--- src/rtl/data_mem_pkg.sv ---
// data_mem_pkg: shared types and byte-mask constants for the data-memory arbiter.
package data_mem_pkg;
    typedef enum logic {IDLE, RESP} state_t;
    typedef enum logic {REQ_CPU, REQ_DBG} req_t;
    localparam logic [3:0] BYTES_B = 4'b0001;
    localparam logic [3:0] BYTES_H = 4'b0011;
    localparam logic [3:0] BYTES_W = 4'b1111;
endpackage

--- src/rtl/data_mem_arbiter_if.sv ---
// data_mem_arbiter_if: CPU, debug and data_mem buses of the data-memory arbiter.
interface data_mem_arbiter_if #(
    parameter int word_width = 32,
    parameter int num_col    = 4
);
    logic                  cpu_req, cpu_we, cpu_gnt, cpu_rvalid, cpu_err;
    logic [word_width-1:0] cpu_addr, cpu_wdata, cpu_rdata;
    logic [num_col-1:0]    cpu_bytes;
    logic                  dbg_req, dbg_we, dbg_gnt, dbg_rvalid, dbg_err;
    logic [word_width-1:0] dbg_addr, dbg_wdata, dbg_rdata;
    logic                  mem_wren, mem_rden, mem_lden;
    logic [word_width-1:0] mem_addr, mem_data_in, mem_ld_addr, mem_ld_data, mem_data_out;
    logic [num_col-1:0]    mem_which_bytes;

    modport slave (
        input  cpu_req, cpu_we, cpu_addr, cpu_wdata, cpu_bytes,
        input  dbg_req, dbg_we, dbg_addr, dbg_wdata, mem_data_out,
        output cpu_gnt, cpu_rvalid, cpu_rdata, cpu_err,
        output dbg_gnt, dbg_rvalid, dbg_rdata, dbg_err,
        output mem_wren, mem_rden, mem_lden, mem_addr, mem_which_bytes,
        output mem_data_in, mem_ld_addr, mem_ld_data
    );

    modport master (
        output cpu_req, cpu_we, cpu_addr, cpu_wdata, cpu_bytes,
        output dbg_req, dbg_we, dbg_addr, dbg_wdata, mem_data_out,
        input  cpu_gnt, cpu_rvalid, cpu_rdata, cpu_err,
        input  dbg_gnt, dbg_rvalid, dbg_rdata, dbg_err,
        input  mem_wren, mem_rden, mem_lden, mem_addr, mem_which_bytes,
        input  mem_data_in, mem_ld_addr, mem_ld_data
    );
endinterface

--- src/rtl/data_mem_access_check.sv ---
// data_mem_access_check: flags a request legal when mask, alignment and range are all acceptable.
module data_mem_access_check
    import data_mem_pkg::*;
#(
    parameter int word_width      = 32,
    parameter int data_addr_width = 19
) (
    input  logic [word_width-1:0] addr,
    input  logic [3:0]            bytes,
    output logic                  ok
);
    logic [7:0] span;
    // Any lane shifted past bit 3 means the access straddles a word boundary.
    assign span = {4'b0, bytes} << addr[1:0];
    assign ok = (bytes == BYTES_B || bytes == BYTES_H || bytes == BYTES_W)
             && span[7:4] == 4'b0
             && (addr >> data_addr_width) == '0;
endmodule

--- src/rtl/data_mem_arbiter.sv ---
// data_mem_arbiter: arbitrates CPU and debug access to data_mem and sequences load responses.
module data_mem_arbiter
    import data_mem_pkg::*;
#(
    parameter int word_width      = 32,
    parameter int data_addr_width = 19,
    parameter int num_col         = 4,
    parameter int max_wait        = 8
) (
    input logic clk,
    input logic reset,
    data_mem_arbiter_if.slave bus
);
    localparam int WW = $clog2(max_wait + 1);

    state_t                st, st_nx;
    req_t                  own_q;
    logic                  err_q;
    logic [WW-1:0]         wait_cnt;
    logic [word_width-1:0] addr_q;
    logic [num_col-1:0]    mask_q;
    logic cpu_ok, dbg_ok, dbg_pri, cpu_win, dbg_win, cpu_rd, dbg_rd, wr, rd, ld;

    data_mem_access_check #(.word_width(word_width), .data_addr_width(data_addr_width)) u_cpu_chk (
        .addr(bus.cpu_addr), .bytes(bus.cpu_bytes), .ok(cpu_ok)
    );
    data_mem_access_check #(.word_width(word_width), .data_addr_width(data_addr_width)) u_dbg_chk (
        .addr(bus.dbg_addr), .bytes(BYTES_W), .ok(dbg_ok)
    );

    // Debug takes the port when the CPU is quiet or it has starved for max_wait cycles.
    assign dbg_pri = bus.dbg_req && (!bus.cpu_req || wait_cnt == WW'(max_wait));
    assign cpu_win = !reset && st == IDLE && bus.cpu_req && !dbg_pri;
    assign dbg_win = !reset && st == IDLE && dbg_pri;
    assign cpu_rd  = cpu_win && !bus.cpu_we;
    assign dbg_rd  = dbg_win && !bus.dbg_we;
    assign wr      = cpu_win && bus.cpu_we && cpu_ok;
    assign rd      = (cpu_rd && cpu_ok) || (dbg_rd && dbg_ok);
    assign ld      = dbg_win && bus.dbg_we && dbg_ok;

    always_ff @(posedge clk or posedge reset) begin
        if (reset) begin
            st       <= IDLE;
            own_q    <= REQ_CPU;
            err_q    <= 1'b0;
            wait_cnt <= '0;
            addr_q   <= '0;
            mask_q   <= '0;
        end else begin
            st    <= st_nx;
            err_q <= (cpu_win && !cpu_ok) || (dbg_win && !dbg_ok);
            if (cpu_win || dbg_win) own_q <= dbg_win ? REQ_DBG : REQ_CPU;
            if (!bus.dbg_req || dbg_win) wait_cnt <= '0;
            else if (wait_cnt != WW'(max_wait)) wait_cnt <= wait_cnt + 1'b1;
            // The memory's output shifter decodes the live address, so hold it through RESP.
            if (rd) begin
                addr_q <= dbg_win ? bus.dbg_addr : bus.cpu_addr;
                mask_q <= dbg_win ? '1 : bus.cpu_bytes;
            end
        end
    end

    always_comb begin
        st_nx               = st == RESP ? IDLE : (cpu_rd || dbg_rd) ? RESP : IDLE;
        bus.cpu_gnt         = cpu_win;
        bus.dbg_gnt         = dbg_win;
        bus.mem_wren        = wr;
        bus.mem_rden        = rd;
        bus.mem_lden        = ld;
        bus.mem_addr        = (wr || rd) ? (dbg_win ? bus.dbg_addr : bus.cpu_addr) : addr_q;
        bus.mem_which_bytes = (wr || rd) ? (dbg_win ? '1 : bus.cpu_bytes) : mask_q;
        bus.mem_data_in     = wr ? bus.cpu_wdata : '0;
        bus.mem_ld_addr     = ld ? bus.dbg_addr : '0;
        bus.mem_ld_data     = ld ? bus.dbg_wdata : '0;
        bus.cpu_rvalid      = st == RESP && own_q == REQ_CPU;
        bus.dbg_rvalid      = st == RESP && own_q == REQ_DBG;
        bus.cpu_err         = err_q && own_q == REQ_CPU;
        bus.dbg_err         = err_q && own_q == REQ_DBG;
        bus.cpu_rdata       = (bus.cpu_rvalid && !err_q) ? bus.mem_data_out : '0;
        bus.dbg_rdata       = (bus.dbg_rvalid && !err_q) ? bus.mem_data_out : '0;
    end
endmodule

--- src/flat_wrapper.sv ---
// flat-port wrapper written by rule: the top's interface ports become plain ports
module data_mem_arbiter_flat import data_mem_pkg::*;
#(
    parameter int word_width      = 32,
    parameter int data_addr_width = 19,
    parameter int num_col         = 4,
    parameter int max_wait        = 8
)
  (clk, reset, bus_cpu_req, bus_cpu_we, bus_cpu_addr, bus_cpu_wdata, bus_cpu_bytes, bus_dbg_req, bus_dbg_we, bus_dbg_addr, bus_dbg_wdata, bus_mem_data_out, bus_cpu_gnt, bus_cpu_rvalid, bus_cpu_rdata, bus_cpu_err, bus_dbg_gnt, bus_dbg_rvalid, bus_dbg_rdata, bus_dbg_err, bus_mem_wren, bus_mem_rden, bus_mem_lden, bus_mem_addr, bus_mem_which_bytes, bus_mem_data_in, bus_mem_ld_addr, bus_mem_ld_data);
  data_mem_arbiter_if #(.word_width(word_width), .num_col(num_col)) bus_i ();
  input logic clk;
  input logic reset;
  input wire logic [$bits(bus_i.cpu_req)-1:0] bus_cpu_req;
  input wire logic [$bits(bus_i.cpu_we)-1:0] bus_cpu_we;
  input wire logic [$bits(bus_i.cpu_addr)-1:0] bus_cpu_addr;
  input wire logic [$bits(bus_i.cpu_wdata)-1:0] bus_cpu_wdata;
  input wire logic [$bits(bus_i.cpu_bytes)-1:0] bus_cpu_bytes;
  input wire logic [$bits(bus_i.dbg_req)-1:0] bus_dbg_req;
  input wire logic [$bits(bus_i.dbg_we)-1:0] bus_dbg_we;
  input wire logic [$bits(bus_i.dbg_addr)-1:0] bus_dbg_addr;
  input wire logic [$bits(bus_i.dbg_wdata)-1:0] bus_dbg_wdata;
  input wire logic [$bits(bus_i.mem_data_out)-1:0] bus_mem_data_out;
  output wire logic [$bits(bus_i.cpu_gnt)-1:0] bus_cpu_gnt;
  output wire logic [$bits(bus_i.cpu_rvalid)-1:0] bus_cpu_rvalid;
  output wire logic [$bits(bus_i.cpu_rdata)-1:0] bus_cpu_rdata;
  output wire logic [$bits(bus_i.cpu_err)-1:0] bus_cpu_err;
  output wire logic [$bits(bus_i.dbg_gnt)-1:0] bus_dbg_gnt;
  output wire logic [$bits(bus_i.dbg_rvalid)-1:0] bus_dbg_rvalid;
  output wire logic [$bits(bus_i.dbg_rdata)-1:0] bus_dbg_rdata;
  output wire logic [$bits(bus_i.dbg_err)-1:0] bus_dbg_err;
  output wire logic [$bits(bus_i.mem_wren)-1:0] bus_mem_wren;
  output wire logic [$bits(bus_i.mem_rden)-1:0] bus_mem_rden;
  output wire logic [$bits(bus_i.mem_lden)-1:0] bus_mem_lden;
  output wire logic [$bits(bus_i.mem_addr)-1:0] bus_mem_addr;
  output wire logic [$bits(bus_i.mem_which_bytes)-1:0] bus_mem_which_bytes;
  output wire logic [$bits(bus_i.mem_data_in)-1:0] bus_mem_data_in;
  output wire logic [$bits(bus_i.mem_ld_addr)-1:0] bus_mem_ld_addr;
  output wire logic [$bits(bus_i.mem_ld_data)-1:0] bus_mem_ld_data;
  assign bus_i.cpu_req = bus_cpu_req;
  assign bus_i.cpu_we = bus_cpu_we;
  assign bus_i.cpu_addr = bus_cpu_addr;
  assign bus_i.cpu_wdata = bus_cpu_wdata;
  assign bus_i.cpu_bytes = bus_cpu_bytes;
  assign bus_i.dbg_req = bus_dbg_req;
  assign bus_i.dbg_we = bus_dbg_we;
  assign bus_i.dbg_addr = bus_dbg_addr;
  assign bus_i.dbg_wdata = bus_dbg_wdata;
  assign bus_i.mem_data_out = bus_mem_data_out;
  assign bus_cpu_gnt = bus_i.cpu_gnt;
  assign bus_cpu_rvalid = bus_i.cpu_rvalid;
  assign bus_cpu_rdata = bus_i.cpu_rdata;
  assign bus_cpu_err = bus_i.cpu_err;
  assign bus_dbg_gnt = bus_i.dbg_gnt;
  assign bus_dbg_rvalid = bus_i.dbg_rvalid;
  assign bus_dbg_rdata = bus_i.dbg_rdata;
  assign bus_dbg_err = bus_i.dbg_err;
  assign bus_mem_wren = bus_i.mem_wren;
  assign bus_mem_rden = bus_i.mem_rden;
  assign bus_mem_lden = bus_i.mem_lden;
  assign bus_mem_addr = bus_i.mem_addr;
  assign bus_mem_which_bytes = bus_i.mem_which_bytes;
  assign bus_mem_data_in = bus_i.mem_data_in;
  assign bus_mem_ld_addr = bus_i.mem_ld_addr;
  assign bus_mem_ld_data = bus_i.mem_ld_data;
  data_mem_arbiter #(.word_width(word_width), .data_addr_width(data_addr_width), .num_col(num_col), .max_wait(max_wait)) u_core (.clk(clk), .reset(reset), .bus(bus_i));
endmodule
--- config.mk ---
export PLATFORM = sky130hd
export DESIGN_NAME = data_mem_arbiter_flat
export DESIGN_NICKNAME = d
export VERILOG_FILES = /design/src/rtl/data_mem_pkg.sv /design/src/rtl/data_mem_arbiter_if.sv /design/src/rtl/data_mem_access_check.sv /design/src/rtl/data_mem_arbiter.sv /design/src/flat_wrapper.sv
export SDC_FILE = /design/constraint.sdc
export NUM_CORES = 1
export LEC_CHECK = 0
export ABC_AREA = 0
export BUFFER_PORTS_ARGS = -buffer_cell sky130_fd_sc_hd__buf_2
export CAP_MARGIN = 25
export CORE_AREA = 5 5 142 144
export CTS_CLUSTER_DIAMETER = 120
export DETAILED_ROUTE_END_ITERATION = 10
export DIE_AREA = 0 0 147 149
export GPL_TIMING_DRIVEN = 0
export PLACE_DENSITY_LB_ADDON = 0.15
export SLEW_MARGIN = 30
export SYNTH_ARGS = -nofsm -noshare
export SYNTH_HDL_FRONTEND = slang
export SYNTH_SLANG_ARGS = --single-unit
--- constraint.sdc ---
create_clock -name clk -period 3.1 [get_ports clk]
set_input_delay 0.465 -clock clk [delete_from_list [all_inputs] [get_ports clk]]
set_output_delay 0.465 -clock clk [all_outputs]
set_load 0.01 [all_outputs]
Word level (Yosys, flattened, before mapping):

Cells that the tools add are included.

* register bits: 43
* input port bits: 170

* $add $sub $neg: 1
* equal/unequal tests: 5
* shift operators: 2
* multiplexer cells: 14
* bitwise gates (word level): 2
* reductions and logical operators: 47

Operators by type and width (number)
* 2-to-1 mux 32 bit: 7
* logical NOT 32 bit: 2
* logical AND 1 bit: 24
* 2-to-1 mux 4 bit: 4
* logical NOT 1 bit: 9
* logical OR 1 bit: 9
* == test 4 bit (second input constant): 2
* logical NOT 4 bit: 2
* << shifter 4 x 2 -> 8 bit: 1
* << shifter 4 x 2 -> 8 bit (first input constant): 1
* adder 4 x 1 -> 4 bit (second input constant): 1
* == test 4 x 1 -> 1 bit (second input constant): 1
* == test 4 x 2 -> 1 bit (second input constant): 1
* != test 4 bit (second input constant): 1
* 2-to-1 mux 1 bit: 3
* inverter 1 bit: 2
* nonzero test 2 bit: 1

Logic depth before layout (Yosys ltp):

* depth after elaboration: 10
* mapped depth: 9
* depth with buffers taken out: 7

Hierarchy:

A second synthesis with hierarchy kept.

* cells, all modules: 404
* area, all modules: 4088.9 um^2

Modules (own cells, without submodules)
* data_mem_arbiter: instances 1, cells each 384, area each 3933.8 um^2
* data_mem_access_check: instances 2, cells each 10, area each 77.6 um^2

Least setup slack after synthesis:

No wires, ideal clock.

* path kind: register to output
* from: register u_core.wait_cnt[0]
* to: output port bus_mem_addr[12]
* arrival time: 2.083 ns
* setup slack: 0.552 ns
* cell stages (with the launch flop): 10
* cells stage by stage: dfrtp_1 -> inv_1 -> ha_1 -> and3b_1 -> buf_2 -> a21o_1 -> nor4b_4 -> nor2_4 -> buf_6 -> mux2_1

* cells in the longest elaborated chain, start to end: 10
* elaborated cells on any way between the ends: 16
* classes of those cells: eq/ne (1); mux (2); reduce/logical (13)

Ends and longest elaborated chain
* from (decl): RTL line data_mem_arbiter.sv:19 `logic [WW-1:0] wait_cnt;`
* from (signal assigned): RTL line data_mem_arbiter.sv:54 `else if (wait_cnt != WW'(max_wait)) wait_cnt <= wait_cnt + 1'b1;`
* == test 4 bit (*): RTL line data_mem_arbiter.sv:32 `assign dbg_pri = bus.dbg_req && (!bus.cpu_req || wait_cnt == WW'(max_wait));`
* logical OR 1 bit (*): RTL line data_mem_arbiter.sv:32
* logical AND 1 bit (*): RTL line data_mem_arbiter.sv:32
* logical NOT 1 bit: RTL line data_mem_arbiter.sv:33 `assign cpu_win = !reset && st == IDLE && bus.cpu_req && !dbg_pri;`
* logical AND 1 bit: RTL line data_mem_arbiter.sv:33
* logical AND 1 bit: RTL line data_mem_arbiter.sv:35 `assign cpu_rd = cpu_win && !bus.cpu_we;`
* logical AND 1 bit: RTL line data_mem_arbiter.sv:38 `assign rd = (cpu_rd && cpu_ok) || (dbg_rd && dbg_ok);`
* logical OR 1 bit: RTL line data_mem_arbiter.sv:38
* logical OR 1 bit: RTL line data_mem_arbiter.sv:70 `bus.mem_addr = (wr || rd) ? (dbg_win ? bus.dbg_addr : bus.cpu_addr) : addr_q;`
* 2-to-1 mux 32 bit (*): RTL line data_mem_arbiter.sv:70
* to (decl): RTL line flat_wrapper.sv:34 `output wire logic [$bits(bus_i.mem_addr)-1:0] bus_mem_addr;`

Every way passes the cells marked *; elsewhere a longest branch is shown, timed or not.

Final worst setup path:

* from: register u_core.wait_cnt[0]
* to: output port bus_mem_addr[6]

Same word-level chain as after synthesis.

==> out/qor.csv <==
metric;value;unit
status;finished, final reports clean;
track_usage;13.6;%
layout.cells.most_common_list;buf_2, and2_1, and3_1;
hpwl;13800;µm
met3_usage;4.74;%
end_kind;output pin;
drt_pre_antenna_iters;4;
antenna_found_initial;5;
dieArea;0.0219;mm²
seqCellArea;0.00108;mm²
finalWorstSetupSlack;0.113;ns
vdd_drop_max;0.165;mV
p_leak;4.05;nW
fin_crit_sh;96.4;%
gp_congestion;0.798;
final_util;32.9;%
syn-cell-area;0.00365;mm²
maxSlewViolCount;0;
clock_path_buffers;2;
clk_latency;0.28;ns
num_rows;50;
wl_per_cell;16.0;µm
yosysWarnings;0;
finalClockSkew;0.00421;ns
multiInputGateArea;0.00237;mm²
die_y;149;µm
grt.met1_usage;15.3;%
grt_overflow;0;
worst_slew_pin_slew;0.554;ns
num_io_pins;375;
path_max_fanout;10;
layout.nets;959;
core;0.0186;mm²
crit_required;2.63;ns
hold_violations;0;
io_buffers;359;
min_path_type;input pin to async pin;
totalWireLength;16400;µm
setup_viol;0;
use_met2;25.2;%
grt-busiest-layer;met2;
syn_area_per_cell;9.29;µm²
fillers;1992;
drt_iter0_drc;87;
cts_sinks;43;
power.total;1.49;mW
yosys_register_bits;43;
post_route_cells_drive_above_1_share;59.4;%
max_freq;335;MHz
cts_buffers;5;
ctsRootBufferMaster;clkbuf_16;
synthCells;393;
routed_via_density;4.10;
cp.arrival;2.52;ns
tritoncts;yes;
final_common_cell;buf_2;
dp_slack;-0.0761;ns
vias;4190;
grt_pass1_vias;4169;
cap_violations;0;
start_util;19.6;%
worst_setup_path_start_kind;register;
ctsHoldBuffers;0;
areaGrowthSynthToFinish;67.5;%
crit_type;register to output pin;
h-tree-depth;2;
yosysSeqAreaShare;29.5;%
netlist-cell-type-count;42;
grt_pass1_wl;23700;µm
grt_max_degree;44;
path_clk_slew;0.06;ns
power_density;244;mW/mm²
ant_nets;0;
drc_errors;0;
die_width;147;µm
fin_crit;2.99;ns
slew-limit-headroom;63.0;%
worst max-delay path, stage by stage, from the launching register on:
cell,delay [ns]
dfrtp_1,0.36
inv_2,0.05
ha_1,0.19
and3b_1,0.17
buf_6,0.13
o211a_4,0.27
nor3b_4,0.19
nor2_4,0.24
buf_12,0.19
mux2_4,0.30
buf_2,0.14
cell families (layout without fill, tap and decap cells):
family	Yosys count	count (layout)	share of synthesized area, %
and+or+nand+nor	216	217	37.6
other	1	16	0.103
adders and majority gates	2	2	0.686
muxes	65	65	21.0
AOI/OAI and AO/OA	9	9	2.64
buffers and inverters	54	434	7.75
xor gates and xnor gates	3	3	0.720
DFF	43	43	29.5
cells in the mapped netlist (all sizes together):
cell type	number	area share, %
nor4	8	1.4
and3b	2	0.48
buf	20	4.3
nor4b	2	0.89
a21boi	1	0.21
ha	2	0.69
or3b	2	0.48
and4	1	0.24
nand3b	1	0.21
xnor2	2	0.48
dfrtp	43	29
clkbuf	27	2.8
a22o	1	0.24
inv	7	0.72
nand2	1	0.10
and2	93	16
mux2	63	20
nor2b	3	0.51
mux2i	2	0.55
o211a	1	0.48
nand2b	2	0.34
xor2	1	0.24
nor3b	2	0.55
or2	2	0.34
and3	81	14
nor3	4	0.55
nand4	2	0.34
or3	1	0.17
a41oi	1	0.75
o21ai	1	0.14
conb	1	0.10
a21o	4	0.82
nand3	2	0.27
nor2	7	0.93
worst paths after layout:
| path | to | from | slack (ns) | cells past startpoint |
|---|---|---|---|---|
| min in group clk | u_core.mask_q[0] | u_core.mask_q[0] | 0.46 | 1 |
| worst max register to register | u_core.addr_q[5] | u_core.wait_cnt[0] | 0.45 | 10 |
| max in group asynchronous | u_core.addr_q[23] | reset | 2.46 | 2 |
| worst max-delay path | bus_mem_addr[6] | u_core.wait_cnt[0] | 0.11 | 10 |
| worst min-delay path | u_core.own_q | reset | 0.25 | 2 |
| worst min register to register | u_core.mask_q[0] | u_core.mask_q[0] | 0.46 | 1 |
final cells by class:
class | count | share of cell area, %
diodes | 1 | 0.0409
plain buffers | 47 | 4.57
clock buffers | 5 | 2.05
clock inverters | 3 | 0.716
inverters | 7 | 0.471
multi-input cells | 311 | 38.7
flip-flops and latches | 43 | 17.6
well taps | 234 | 4.79
repair buffers | 372 | 31.1
metal layers:
metal  share of wire, %  routed length [µm]
met5               0.36                  59
met4               0.83                 136
met3                9.1                1500
met2                 51                8360
met1                 39                6320
state kept, by name (all words and copies together), names as in the netlist:
signal / cells
u_core.addr_q: 32
u_core.err_q: 1
u_core.mask_q: 4
u_core.own_q: 1
u_core.st: 1
u_core.wait_cnt: 4
power by group:
group          internal, mW  total (mW)  switching [mW]
clock                 0.380       0.603           0.223
combinational         0.163       0.314           0.151
sequential            0.569       0.577         0.00859
total                  1.11        1.49           0.382
stage by stage:
step           hold slack, ns  setup TNS (ns)  std cells  cell area (µm²)
2_1_floorplan           0.427               0        407             3700
3_3_place_gp            0.448           -1.92       1000             5790
3_5_place_dp            0.447           -1.33       1000             5790
4_1_cts                 0.273               0       1012             6010
5_1_grt                 0.300        -0.00191       1023             6110
6_report                0.249               0       1023             6110
repair_timing:
action	in CTS	in global routing
pin swaps	2	4
buffers inserted	4	8
cloned	0	2
resized for setup	6	15
setup endpoints to repair	85	99
(Power assumes the default switching activity.)
